[src/rtl/up_sampler_n_if.sv]
// Sample-path bundle for up_sampler_n.
// The master drives strobes and samples; the slave returns the up-sampled stream.
interface up_sampler_n_if #(
  parameter int WIDTH = 18,
  parameter int CNT_W = 4
);
  logic                    out_en;
  logic                    x_valid;
  logic signed [WIDTH-1:0] x_in;
  logic [CNT_W-1:0]        factor_m1;
  logic                    mode;
  logic                    clear_flags;
  logic signed [WIDTH-1:0] y;
  logic                    y_valid;
  logic [CNT_W-1:0]        y_phase;
  logic                    overrun;
  logic                    underrun;

  modport master (
    output out_en, x_valid, x_in,
    output factor_m1, mode, clear_flags,
    input  y, y_valid, y_phase,
    input  overrun, underrun
  );

  modport slave (
    input  out_en, x_valid, x_in,
    input  factor_m1, mode, clear_flags,
    output y, y_valid, y_phase,
    output overrun, underrun
  );
endinterface

[src/rtl/up_sampler_n.sv]
// Run-time selectable 1..MAX_FACTOR interpolating up-sampler
// (zero-stuff or sample-and-hold) with a one-entry input buffer.
module up_sampler_n #(
  parameter int WIDTH      = 18,
  parameter int MAX_FACTOR = 16,
  parameter int CNT_W      = 4
) (
  input logic           clk,
  input logic           reset,
  up_sampler_n_if.slave bus
);

  localparam logic [CNT_W-1:0] MAX_M1 =
    CNT_W'(MAX_FACTOR - 1);

  logic [CNT_W-1:0]        ph;
  logic [CNT_W-1:0]        l_lat;
  logic [CNT_W-1:0]        l_eff;
  logic [CNT_W-1:0]        f_clamp;
  logic signed [WIDTH-1:0] sbuf;
  logic signed [WIDTH-1:0] hold;
  logic signed [WIDTH-1:0] y_q;
  logic [CNT_W-1:0]        yph_q;
  logic                    full;
  logic                    yv_q;
  logic                    ov_q;
  logic                    un_q;
  logic                    consume;
  logic                    set_ov;
  logic                    set_un;

  always_comb begin
    f_clamp = bus.factor_m1;
    if (bus.factor_m1 > MAX_M1) f_clamp = MAX_M1;
    consume = bus.out_en && (ph == '0);
    // frame length is taken from the fresh factor on the tick that starts it
    l_eff  = consume ? f_clamp : l_lat;
    set_ov = bus.x_valid && full && !consume;
    set_un = consume && !full;
  end

  always_ff @(posedge clk or posedge reset) begin
    if (reset) begin
      ph    <= '0;
      l_lat <= '0;
      sbuf  <= '0;
      hold  <= '0;
      full  <= 1'b0;
      y_q   <= '0;
      yv_q  <= 1'b0;
      yph_q <= '0;
      ov_q  <= 1'b0;
      un_q  <= 1'b0;
    end else begin
      yv_q <= bus.out_en;
      if (bus.out_en) begin
        yph_q <= ph;
        ph    <= (ph == l_eff) ? '0 : ph + CNT_W'(1);
        if (consume) begin
          l_lat <= f_clamp;
          y_q   <= full ? sbuf : '0;
          hold  <= full ? sbuf : '0;
        end else begin
          y_q <= bus.mode ? hold : '0;
        end
      end
      // a write on the consume edge refills the buffer after the read
      if (bus.x_valid) begin
        sbuf <= bus.x_in;
        full <= 1'b1;
      end else if (consume) begin
        full <= 1'b0;
      end
      ov_q <= set_ov | (ov_q & ~bus.clear_flags);
      un_q <= set_un | (un_q & ~bus.clear_flags);
    end
  end

  assign bus.y        = y_q;
  assign bus.y_valid  = yv_q;
  assign bus.y_phase  = yph_q;
  assign bus.overrun  = ov_q;
  assign bus.underrun = un_q;

endmodule

[src/flat_wrapper.sv]
// flat-port wrapper written by rule: the top's interface ports become plain ports
module up_sampler_n_flat 
#(
  parameter int WIDTH      = 18,
  parameter int MAX_FACTOR = 16,
  parameter int CNT_W      = 4
)
  (clk, reset, bus_out_en, bus_x_valid, bus_x_in, bus_factor_m1, bus_mode, bus_clear_flags, bus_y, bus_y_valid, bus_y_phase, bus_overrun, bus_underrun);
  up_sampler_n_if #(.WIDTH(WIDTH), .CNT_W(CNT_W)) bus_i ();
  input logic clk;
  input logic reset;
  input wire logic [$bits(bus_i.out_en)-1:0] bus_out_en;
  input wire logic [$bits(bus_i.x_valid)-1:0] bus_x_valid;
  input wire logic [$bits(bus_i.x_in)-1:0] bus_x_in;
  input wire logic [$bits(bus_i.factor_m1)-1:0] bus_factor_m1;
  input wire logic [$bits(bus_i.mode)-1:0] bus_mode;
  input wire logic [$bits(bus_i.clear_flags)-1:0] bus_clear_flags;
  output wire logic [$bits(bus_i.y)-1:0] bus_y;
  output wire logic [$bits(bus_i.y_valid)-1:0] bus_y_valid;
  output wire logic [$bits(bus_i.y_phase)-1:0] bus_y_phase;
  output wire logic [$bits(bus_i.overrun)-1:0] bus_overrun;
  output wire logic [$bits(bus_i.underrun)-1:0] bus_underrun;
  assign bus_i.out_en = bus_out_en;
  assign bus_i.x_valid = bus_x_valid;
  assign bus_i.x_in = bus_x_in;
  assign bus_i.factor_m1 = bus_factor_m1;
  assign bus_i.mode = bus_mode;
  assign bus_i.clear_flags = bus_clear_flags;
  assign bus_y = bus_i.y;
  assign bus_y_valid = bus_i.y_valid;
  assign bus_y_phase = bus_i.y_phase;
  assign bus_overrun = bus_i.overrun;
  assign bus_underrun = bus_i.underrun;
  up_sampler_n #(.WIDTH(WIDTH), .MAX_FACTOR(MAX_FACTOR), .CNT_W(CNT_W)) u_core (.clk(clk), .reset(reset), .bus(bus_i));
endmodule
[config.mk]
export PLATFORM = sky130hd
export DESIGN_NAME = up_sampler_n_flat
export DESIGN_NICKNAME = d
export VERILOG_FILES = /design/src/rtl/up_sampler_n_if.sv /design/src/rtl/up_sampler_n.sv /design/src/flat_wrapper.sv
export SDC_FILE = /design/constraint.sdc
export NUM_CORES = 1
export LEC_CHECK = 0
export ABC_AREA = 1
export ABC_CLOCK_PERIOD_IN_PS = 6500
export CORE_UTILIZATION = 55
export DETAILED_ROUTE_END_ITERATION = 8
export GPL_TIMING_DRIVEN = 0
export PLACE_DENSITY = 0.83
export RECOVER_POWER = 100
export SKIP_CTS_REPAIR_TIMING = 1
export SKIP_LAST_GASP = 1
export SYNTH_ARGS = -nofsm -noshare
export SYNTH_HDL_FRONTEND = slang
export SYNTH_SLANG_ARGS = --single-unit
[constraint.sdc]
create_clock -name clk -period 6.5 [get_ports clk]
set_input_delay 1.625 -clock clk [delete_from_list [all_inputs] [get_ports clk]]
set_output_delay 1.625 -clock clk [all_outputs]
set_load 0.1 [all_outputs]
# After elaboration in Yosys (flattened, before gate mapping)
# Cells that the tools add are included.
[op_classes]
n_lt_le_gt_ge = 1
eq_ne = 1
bitwise_logic = 5
mux = 8
n_addsub = 1
n_reduce_logical = 9
[ops]
columns = ["op", "n"]
rows = [
  ["$mux 18", 3],
  ["$mux 4", 3],
  ["$add 4x1->4 const B", 1],
  ["$eq 4x4->1", 1],
  ["$gt 4x4->1 const B", 1],
  ["$logic_and 1x1->1", 4],
  ["$logic_not 4->1", 1],
  ["$and 1x1->1", 2],
  ["$logic_not 1->1", 2],
  ["$mux 1", 2],
  ["$or 1x1->1", 2],
  ["$reduce_and 2->1", 1],
  ["$reduce_bool 2->1", 1],
  ["$not 1->1", 1],
]
[totals]
in_bits = 28
regBits = 70
word_cells = 35
output_inout_bits = 25

# Depth between registers and ports, before layout
# Gate-level depths: netlist (run 1).
[depth]
depth_word = 5
depth_mapped = 12

# Worst setup path before layout (run 1)
# No wires, ideal clock.
[synth_path]
path_type = "input -> register"
startpoint = "in bus_out_en"
endpoint = "reg u_core.y_q[0] (netlist: u_core.bus.y[0])"
slack_ps = 3913
stages = 10
setup_time_ps = 120
required_time_ps = 6380
n_path_buf = 3
t_arrival_ps = 2467
cell_sequence = "buf_6 nand2_1 inv_2 nand2_8 buf_6 buf_6 nand2_2 nand2_2 nand3_1 nand2_1"
[synth_via]
elab_chain_cells = 2
[synth_lines]
columns = ["item", "line_no", "rtl"]
rows = [
  ["from (decl)", "flat_wrapper.sv:12", "input wire logic [$bits(bus_i.out_en)-1:0] bus_out_en;"],
  ["$logic_and 1x1->1", "up_sampler_n.sv:35", "consume = bus.out_en && (ph == '0);"],
  ["$mux 18", "up_sampler_n.sv:59", "if (consume) begin"],
  ["to (signal assigned)", "up_sampler_n.sv:61", "y_q <= full ? sbuf : '0;"],
  ["to (signal assigned)", "up_sampler_n.sv:64", "y_q <= bus.mode ? hold : '0;"],
  ["to (decl)", "up_sampler_n.sv:22", "logic signed [WIDTH-1:0] y_q;"],
]
# Several ways; a longest one is shown, not always the timed one.
# A chain may end at the register's enable or synchronous reset.

# Worst setup path after layout (run 1)
[layout_path]
startpoint = "in bus_out_en"
endpoint = "reg u_core.y_q[16] (netlist: u_core.bus.y[16])"
# Same word-level chain as after synthesis.

==> reports/metrics.yaml, run 1 <==
pwr:
  p_leak_nw: 1.941
  p_per_area_mw_per_mm2: 464.2
  internal_power_mw: 0.9614
  comb_power_share: 0.410
  pwr-share-seq: 0.369
  peakVddDrop_mv: 0.2383
  swShare: 0.4412
  power.switching_mw: 0.7589
  clockPowerShare: 0.222
critical_path:
  path_max_fanout: 10
  required_ns: 6.76
  worstSetupStartpointType: "input port"
  cp-end-kind: "flop"
  crit_type: "input port to flop"
  cp.arrival_ns: 4.38
synth:
  netlist_instances: 326
  synth_fa_ha_area_frac: 0.008425
  synth-simple-area-share: 0.2717
  synth_top_family_by_area: "simple AND/OR/NAND/NOR gates"
  synth.yosys.warnings: 0
  syn_area_per_cell_um2: 9.112
  syn-num-nets: 356
  synth_ff_type: "dfrtp_1"
  synth.yosys.seq_area_share: 0.5897
  synth_edf_count: 0
  yosys.cell_count.top_type: "nand2_1"
  synth_seq_cells: 70
  yosys.area.top_type_share: 0.5897
  async_flop_share: 1.000
  synth_compound_area_frac: 0.06571
  ys_top_cells_by_area: "dfrtp_1 (59%), nand2_1 (17%), nand3_1 (4.2%), inv_1 (2.4%), a22o_1 (2.4%)"
  muxShareOfSynthArea: 0
  synthDistinctLibCells: 30
  synth_xor_area_frac: 0.005897
  synthTopCellsByCount: "nand2_1 (138), dfrtp_1 (70), nand3_1 (25)"
  syn_area_mm2: 0.002970
  synth_area_leader_cell: "dfrtp_1"
placement:
  placed_cell_area_mm2: 0.003561
  dp_cells: 446
  dpl.hpwl_um: 4301
  port_buffers: 50
  gp_routability_congestion: 0.7964
worst_hold_path:
  hp-class: "flop to flop"
cts:
  cts-root-buf: "clkbuf_8"
  worst_skew_pair.late_latency_ns: 0.34
  clk_pin_slew_ns: 0.07
  cts_sinks: 70
  clock_path_buffers: 2
  cts_tree: "yes"
  numCtsBuffers: 9
  htreeDepth: 3
timing:
  setup-violations-final: 0
  worstMarginPinSlew_ns: 2.986
  fin_crit_sh: 0.6335
  hold_viol: 0
  slew_headroom: -1.001
  fin_crit_ns: 4.118
  fmax_mhz: 242.8
  hold_ws_ns: 0.4593
  skew_ns: 0.005102
  drv_slew: 71
  tns_ns: 0
  rsz0062_at_grt: "false"
outcome:
  outcome: "complete, but fails checks"
  violations: "max-capacitance violations, max-slew violations"
routing:
  wl_um: 6429
  vias: 2404
  viasPerCell: 5.203
  drt_pass1_iterations: 4
  ant_nets: 0
  drc_errors: 0
  drtIter0Drc: 228
  post_drt_wl_per_cell_um: 13.92
layout:
  final-seq-area_mm2: 0.001752
  final_util: 0.7210
  num-nets-final: 417
  antenna_cells: 0
  drive_gt1_frac: 0.05867
  syn2layout_area_growth_pct: 24.77
  fin_cells: 462
  multiInputGateArea_mm2: 0.001010
  design_area_mm2: 0.003706
  fillCellCount: 399
floorplan:
  dieArea_mm2: 0.005699
  initial_core_util: 0.5779
  die_w_um: 75.49
  rows: 26
  num_io_pins: 53
  fp.coreArea_mm2: 0.005140
  die_h_um: 75.49
grt:
  grt_first_pass_wirelength_um: 10640
  grt_util_all_layers: 0.2589
  grt_max_degree: 71
  antenna_found_initial: 0
  grt_pass1_vias: 2328
  grt_overflow: 0
run:
  maxCapViolCount: 1
state kept, by name, indices dropped and copies added, names as in the netlist:
register             flops
u_core.ph                4
u_core.sbuf             18
u_core.bus.y_valid       1
u_core.bus.y            18
u_core.bus.underrun      1
u_core.full              1
u_core.bus.y_phase       4
u_core.l_lat             4
u_core.bus.overrun       1
u_core.hold             18
stage by stage:
step           power, mW  worst slack (ns)
4_1_cts            1.770             3.001
2_1_floorplan      1.203             3.107
5_1_grt            1.815             2.061
3_5_place_dp       1.386             3.174
3_3_place_gp       1.359             2.005
6_report           1.720             2.382
worst paths after layout:
kind,startpoint,slack (ns),endpoint,cells after the start
setup / recovery,bus_out_en,2.38,u_core.bus.y[16],9
hold / removal,u_core.full,0.46,u_core.bus.underrun,1
setup reg to reg,u_core.ph[0],3.79,u_core.bus.y[16],9
hold reg to reg,u_core.full,0.46,u_core.bus.underrun,1
max in group asynchronous,reset,2.58,u_core.hold[8],2
min in group asynchronous,reset,2.59,u_core.hold[12],2
layout make-up:
type                            count  share of cell area
Sequential cell                    70              0.4727
Multi-Input combinational cell    220              0.2725
Timing Repair Buffer               50              0.1350
Clock buffer                       12             0.03916
Tap cell                           70             0.02363
Inverter                           22             0.02262
Clock inverter                      4             0.01891
Buffer                             14             0.01553
kinds of logic (layout without fill, tap and decap cells):
logic type	Yosys count	in the layout
and+or+nand+nor	186	186
DFF	70	70
buffers and inverters	36	102
AOI/OAI and AO/OA	30	30
adders and majority gates	2	2
xor gates and xnor gates	2	2
placed cells by master, fill, tap and decap left out, types with 2 or more instances in the layout:
master,netlist,routed
a21oi_1,8,8
a22o_1,8,8
a31oi_1,8,8
bufinv_16,0,2
clkbuf_1,7,13
clkbuf_8,0,10
clkdlybuf4s50_1,0,23
clkinv_1,2,2
clkinv_2,0,2
dfrtp_1,70,70
dlygate4sd3_1,0,27
ha_1,2,2
inv_1,19,19
nand2_1,138,140
nand2_2,4,3
nand2_4,2,2
nand3_1,25,25
nand3b_1,2,2
nor2_1,10,11
o21ai_0,4,4
layer usage:
layer	up-vias	GRT usage	part of all wire	wire (um)
li1	1171	-	-	-
met1	1150	0.3309	0.44	2855
met2	75	0.4395	0.50	3199
met3	8	0.03704	0.043	278
met4	0	0.1214	0.015	96
met5	-	0	0	0
power by group through the flow:
stage	clock network (mW)	registers (mW)	logic, mW
after global routing	0.407	0.646	0.763
after CTS	0.384	0.633	0.754
after floorplan	0	0.926	0.277
final	0.381	0.634	0.705
after global placement	0	0.634	0.725
after detailed placement	0	0.639	0.747
worst max-delay path, stage by stage:
cell and delay (ns):
dlygate4sd3_1 0.55, clkbuf_1 0.30, nand2_1 0.09, inv_1 0.19
nand2_1 0.24, nor2_1 0.56, clkbuf_1 0.46, nand2_1 0.16
a31oi_1 0.18
Note: power is estimated with default switching activity, not from simulation.
==> run 2, diff against run 1 <==
--- a/config.mk
+++ b/config.mk
@@ -6,11 +6,11 @@
 export NUM_CORES = 1
 export LEC_CHECK = 0
 export ABC_AREA = 1
-export ABC_CLOCK_PERIOD_IN_PS = 6500
-export CORE_UTILIZATION = 55
+export ABC_CLOCK_PERIOD_IN_PS = 3900
+export CORE_UTILIZATION = 52
 export DETAILED_ROUTE_END_ITERATION = 8
 export GPL_TIMING_DRIVEN = 0
-export PLACE_DENSITY = 0.83
+export PLACE_DENSITY = 0.79
 export RECOVER_POWER = 100
 export SKIP_CTS_REPAIR_TIMING = 1
 export SKIP_LAST_GASP = 1
==> constraint.sdc (replaced) <==
create_clock -name clk -period 3.9 [get_ports clk]
set_input_delay 0.975 -clock clk [delete_from_list [all_inputs] [get_ports clk]]
set_output_delay 0.975 -clock clk [all_outputs]
set_load 0.1 [all_outputs]
==> run 2 against run 1 <==
Compared with the run above: the run now ends clean; clock power up 54%; via count down 1.3%; global-route usage down 2.6 points; critical path depth unchanged; combinational power up 67%; utilization down 4.5 points; die area up 5.6%; sequential power up 66%; first-iteration DRC count down 47%; worst hold slack better by 0.015 ns; non-clock buffer count unchanged; critical path type unchanged; critical endpoint is now u_core.bus.y[14].
==> reports/metrics.yaml, run 2 (synthesis gave the netlist of run 1 again) <==
cts:
  clk_pin_slew_ns: 0.08  # about the same
  htreeDepth: 3  # unchanged
  cts_tree: "yes"
  worst_skew_pair.late_latency_ns: 0.35  # about the same
  cts_sinks: 70  # unchanged
  cts-root-buf: "clkbuf_8"
  numCtsBuffers: 9  # unchanged
  clock_path_buffers: 2  # unchanged
layout:
  antenna_cells: 0  # unchanged
  design_area_mm2: 0.003724  # +0.47%
  final_common_cell: "nand2_1"
  num-nets-final: 417  # unchanged
  final_util: 0.6762  # -0.04482
  fillCellCount: 445  # +12%
  drive_gt1_frac: 0.06888  # +0.01020
  final-seq-area_mm2: 0.001752  # unchanged
  syn2layout_area_growth_pct: 25.36
  multiInputGateArea_mm2: 0.001023  # +1.4%
  final_cell_mix: "nand2_1 (141), dfrtp_1 (70), dlygate4sd3_1 (27), nand3_1 (25), clkdlybuf4s50_1 (23)"
grt:
  grt_pass1_vias: 2236  # -4.0%
  grtUsageMet2: 0.3487  # -0.09081
  grt_max_degree: 71  # unchanged
  grt_overflow: 0  # unchanged
  grt_util_met1: 0.3310  # about the same
  antenna_found_initial: 0  # unchanged
  use_met3: 0.03882  # +0.001786
  grt_first_pass_wirelength_um: 10690  # +0.46%
  busiest_layer: "met2"
  grt_util_all_layers: 0.2328  # -0.02604
critical_path:
  worst-path-stages: 9  # unchanged
  worstSetupStartpointType: "input port"
  crit_buf_inv: 5  # +1
  required_ns: 4.17  # -2.59 ns
  path_max_fanout: 10  # unchanged
  path_cells: "dlygate4sd3_1 > clkbuf_1 > nand2_1 > inv_1 > nand2_1 > clkbuf_1 > buf_4 > nand3_1 > a31oi_1"
  crit_type: "input port to flop"
  slowest_stage: "dlygate4sd3_1"
  cp.arrival_ns: 3.30  # -1.08 ns
  cp-end-kind: "flop"
  reg2reg_depth: 9  # unchanged
  crit_family: "buffers and inverters"
  cpPeakStageDelay_ns: 0.56  # about the same
timing:
  fin_crit_ns: 3.034
  drv_slew: 0  # -100%
  worstMarginPinSlew_ns: 1.386  # -1.600 ns
  fin_crit_sh: 0.7779
  hold_viol: 0  # unchanged
  hold_ws_ns: 0.4747  # +0.01546 ns
  tns_ns: 0  # unchanged
  setup-violations-final: 0  # unchanged
  skew_ns: 0.007329  # +0.002227 ns
  slew_headroom: 0.07480  # +1.076
  fin_ws_ns: 0.8663  # -1.516 ns
  fmax_mhz: 329.6
  rsz0062_at_grt: "false"
routing:
  ant_nets: 0  # unchanged
  drt_pass1_iterations: 4  # unchanged
  post_drt_wl_per_cell_um: 13.42  # -3.6%
  viasPerCell: 5.112  # -1.8%
  drc_errors: 0  # unchanged
  drtIter0Drc: 120  # -47%
  vias: 2372  # -1.3%
  wl_um: 6227  # -3.1%
floorplan:
  rows: 27  # +3.8%
  die_w_um: 77.58  # +2.8%
  num_io_pins: 53  # unchanged
  initial_core_util: 0.5394  # -0.03847
  dieArea_mm2: 0.006019  # +5.6%
  die_h_um: 77.58  # +2.8%
  fp.coreArea_mm2: 0.005507  # +7.1%
outcome:
  outcome: "completed"
placement:
  placed_cell_area_mm2: 0.003563  # about the same
  pre_cts_slack_ns: 1.249  # -1.925 ns
  port_buffers: 50  # unchanged
  dpl.hpwl_um: 4129  # -4.0%
  gp_routability_congestion: 0.7936  # -0.35%
run:
  maxCapViolCount: 0  # -1
pwr:
  p_leak_nw: 1.951  # +0.51%
  p_per_area_mw_per_mm2: 757.0  # +63%
  peakVddDrop_mv: 0.4992  # +110%
worst_hold_path:
  holdPathStages: 1  # unchanged
  hp-class: "flop to flop"
[run 2: where the power goes]
group / leakage [nW] / internal, mW / total [mW] / switching, mW
Combinational: 0.973 / 0.308 / 1.18 / 0.875
Clock: 0.102 / 0.310 / 0.586 / 0.276
Sequential: 0.876 / 0.929 / 1.05 / 0.122
[run 2: final cells by class]
class                   count  area share
clock buffers              10     0.03696
well taps                  72     0.02419
multi-input cells         220      0.2749
flip-flops and latches     70      0.4704
inverters                  22     0.02218
repair buffers             50      0.1344
clock inverters             6     0.01647
plain buffers              14     0.02050
[run 2: worst reg2reg max path: stages, from the launching register on]
cell	delay, ns
dfrtp_1	0.42
inv_1	0.12
ha_1	0.20
nand2_1	0.06
inv_1	0.12
nand2_1	0.37
clkbuf_1	0.44
buf_4	0.26
nand3_1	0.08
a31oi_1	0.19
[run 2: stage by stage]
step           instances  total power, mW
6_report             464            2.819
5_1_grt              464            2.968
3_5_place_dp         448            2.297
2_1_floorplan        326            2.005
4_1_cts              464            2.884
3_3_place_gp         448            2.271
[run 2: worst paths after layout]
| path | start | to | slack (ns) |
|---|---|---|---|
| worst max-delay path | bus_out_en | u_core.bus.y[14] | 0.87 |
| worst min-delay path | u_core.full | u_core.bus.underrun | 0.47 |
| worst max register to register | u_core.ph[0] | u_core.bus.y[14] | 1.55 |
| worst min register to register | u_core.full | u_core.bus.underrun | 0.47 |
| max in group asynchronous | reset | u_core.sbuf[2] | 1.59 |
| min in group asynchronous | reset | u_core.bus.underrun | 1.48 |
[run 2: metal layers]
| layer | vias to the layer above | routed length [um] | part of all wire |
|---|---|---|---|
| met2 | 72 | 2933 | 0.47 |
| met3 | 9 | 331 | 0.053 |
| met4 | 0 | 64 | 0.010 |
| li1 | 1164 | - | - |
| met1 | 1127 | 2898 | 0.47 |
| met5 | - | 0 | 0 |
==> run 3, diff against run 2 <==
--- a/config.mk
+++ b/config.mk
@@ -6,7 +6,7 @@
 export NUM_CORES = 1
 export LEC_CHECK = 0
 export ABC_AREA = 1
-export ABC_CLOCK_PERIOD_IN_PS = 3900
+export ABC_CLOCK_PERIOD_IN_PS = 3150
 export CORE_UTILIZATION = 52
 export DETAILED_ROUTE_END_ITERATION = 8
 export GPL_TIMING_DRIVEN = 0
==> constraint.sdc (replaced) <==
create_clock -name clk -period 3.15 [get_ports clk]
set_input_delay 0.7875 -clock clk [delete_from_list [all_inputs] [get_ports clk]]
set_output_delay 0.7875 -clock clk [all_outputs]
set_load 0.1 [all_outputs]
==> run 3 against run 2 <==
Compared with the run above: sequential power grew 24%; via count grew 0.89%; cell area is essentially flat; count of clock-buffer cells in the layout is the same; clock skew shrank 0.00099 ns; non-clock buffer count is the same; largest cell class unchanged; largest power group unchanged; highest routed layer unchanged.
==> reports/metrics.yaml, run 3 (synthesis gave the netlist of run 1 again) <==
outcome:
  outcome: "completed"
timing:
  slew_headroom: 0.07859  # +0.003792
  rsz0062_at_grt: "false"
  setup-violations-final: 0  # unchanged
  fmax_mhz: 366.4
  fin_crit_sh: 0.8664
  fin_crit_ns: 2.729
  hold_viol: 0  # unchanged
  worstMarginPinSlew_ns: 1.380  # -0.005679 ns
  skew_ns: 0.006338  # -0.0009908 ns
  drv_slew: 0  # unchanged
grt:
  antenna_found_initial: 0  # unchanged
  grt_pass1_vias: 2236  # unchanged
  grt_util_all_layers: 0.2328  # unchanged
  grt_overflow: 0  # unchanged
  grt_first_pass_wirelength_um: 10690  # unchanged
  grt_max_degree: 71  # unchanged
routing:
  viasPerCell: 5.157  # +0.89%
  dr_wl_met3_um: 327  # -1.2%
  met2_length_um: 2866  # -2.3%
  post_drt_wl_per_cell_um: 13.37  # -0.37%
  met1_length_um: 2940  # +1.4%
  vias: 2393  # +0.89%
  drt_pass1_iterations: 4  # unchanged
  drc_errors: 0  # unchanged
  routed.top_layer: "met4"
  drtIter0Drc: 123  # +2.5%
  wl_um: 6204  # -0.37%
  ant_nets: 0  # unchanged
critical_path:
  cp.arrival_ns: 1.94  # -1.36 ns
  crit_buf_inv: 1  # -4
  crit_family: "buffers and inverters"
  slowest_stage: "dlygate4sd3_1"
  required_ns: 2.36  # -1.81 ns
  path_cells: "dlygate4sd3_1"
  cpPeakStageDelay_ns: 1.21  # +0.65 ns
  cp-end-kind: "output pin"
  worstSetupStartpointType: "flop"
  path_max_fanout: 2  # -8
  crit_type: "flop to output pin"
cts:
  cts_tree: "yes"
  cts_sinks: 70  # unchanged
  clock_path_buffers: 2  # unchanged
  numCtsBuffers: 9  # unchanged
  clk_pin_slew_ns: 0.07  # about the same
  htreeDepth: 3  # unchanged
  cts-root-buf: "clkbuf_8"
  worst_skew_pair.late_latency_ns: 0.35  # about the same
layout:
  final_cell_mix: "nand2_1 (141), dfrtp_1 (70), dlygate4sd3_1 (27), nand3_1 (25), clkdlybuf4s50_1 (23)"
  final_common_cell: "nand2_1"
  fillCellCount: 443  # -0.45%
  drive_gt1_frac: 0.07143  # +0.002551
  fin_cells: 464  # unchanged
  syn2layout_area_growth_pct: 25.27  # about the same
  num-nets-final: 417  # unchanged
  antenna_cells: 0  # unchanged
pwr:
  internal_power_mw: 1.922  # +24%
  comb_power_share: 0.420  # about the same
  p_leak_nw: 1.936  # -0.75%
  power.switching_mw: 1.572  # +24%
  pwr-share-seq: 0.372  # about the same
  clockPowerShare: 0.207  # about the same
  power_mw: 3.494  # +24%
  p_per_area_mw_per_mm2: 939.0  # +24%
  swShare: 0.4499  # -0.001223
  peakVddDrop_mv: 0.6201  # +24%
placement:
  gp_routability_congestion: 0.7936  # unchanged
  dp_cells: 448  # unchanged
  port_buffers: 50  # unchanged
  dpl.hpwl_um: 4129  # unchanged
floorplan:
  num_io_pins: 53  # unchanged
  die_h_um: 77.58  # unchanged
  die_w_um: 77.58  # unchanged
  fp.coreArea_mm2: 0.005507  # unchanged
  rows: 27  # unchanged
  initial_core_util: 0.5394  # unchanged
  dieArea_mm2: 0.006019  # unchanged
run:
  maxCapViolCount: 0  # unchanged
worst_hold_path:
  hp-class: "flop to flop"
[run 3: cell types whose count changed in the layout (fill, tap and decap cells not counted)]
cell,change
buf_6,+1
clkbuf_1,-1
nand2_4,-2
nand2_2,+2
[run 3: area by class of cell]
class	count	area, um2	area share
clock buffer	10	137.6	0.03699
buffer	14	83.83	0.02253
timing repair buffer	50	500.5	0.1345
sequential	70	1752	0.4707
multi-input combinational	220	1013	0.2724
tap	72	90.09	0.02421
inverter	22	82.58	0.02219
clock inverter	6	61.31	0.01648
[run 3: power by group through the flow]
stage | registers, mW | clock network, mW | logic [mW]
after CTS | 1.31 | 0.728 | 1.54
after detailed placement | 1.32 | 0 | 1.53
final | 1.30 | 0.725 | 1.47
after floorplan | 1.91 | 0 | 0.571
after global placement | 1.31 | 0 | 1.50
after global routing | 1.33 | 0.769 | 1.58
[run 3: final timing paths]
path,from,slack [ns],cells after the start,end
min in group asynchronous,reset,1.29,2,u_core.hold[11]
max in group asynchronous,reset,1.03,2,u_core.sbuf[2]
worst min-delay path,u_core.bus.y_phase[3],0.47,2,u_core.bus.y_phase[3]
worst max register to register,u_core.ph[0],1.03,11,u_core.bus.y[0]
worst min register to register,u_core.bus.y_phase[3],0.47,2,u_core.bus.y_phase[3]
worst max-delay path,u_core.bus.overrun,0.42,1,bus_overrun
[run 3: per-layer routing]
metal	up-vias	global-route usage
met5	-	0
met4	0	0.1113
met3	9	0.03882
met2	79	0.3487
met1	1142	0.3310
li1	1163	-
[run 3: through the flow]
| step | util | area, um2 | hold slack (ns) | setup WS, ns | setup TNS [ns] |
|---|---|---|---|---|---|
| 6_report | 0.6758 | 3721 | 0.4716 | 0.4209 | 0 |
| 5_1_grt | 0.6758 | 3721 | 0.4791 | 0.2444 | 0 |
| 4_1_cts | 0.6833 | 3762 | 0.4749 | 0.4788 | 0 |
| 3_5_place_dp | 0.6471 | 3563 | 0.4594 | 0.6867 | 0 |
| 3_3_place_gp | 0.6467 | 3561 | 0.4486 | -0.5522 | -38.48 |
| 2_1_floorplan | - | 2970 | 0.4356 | 0.5943 | 0 |
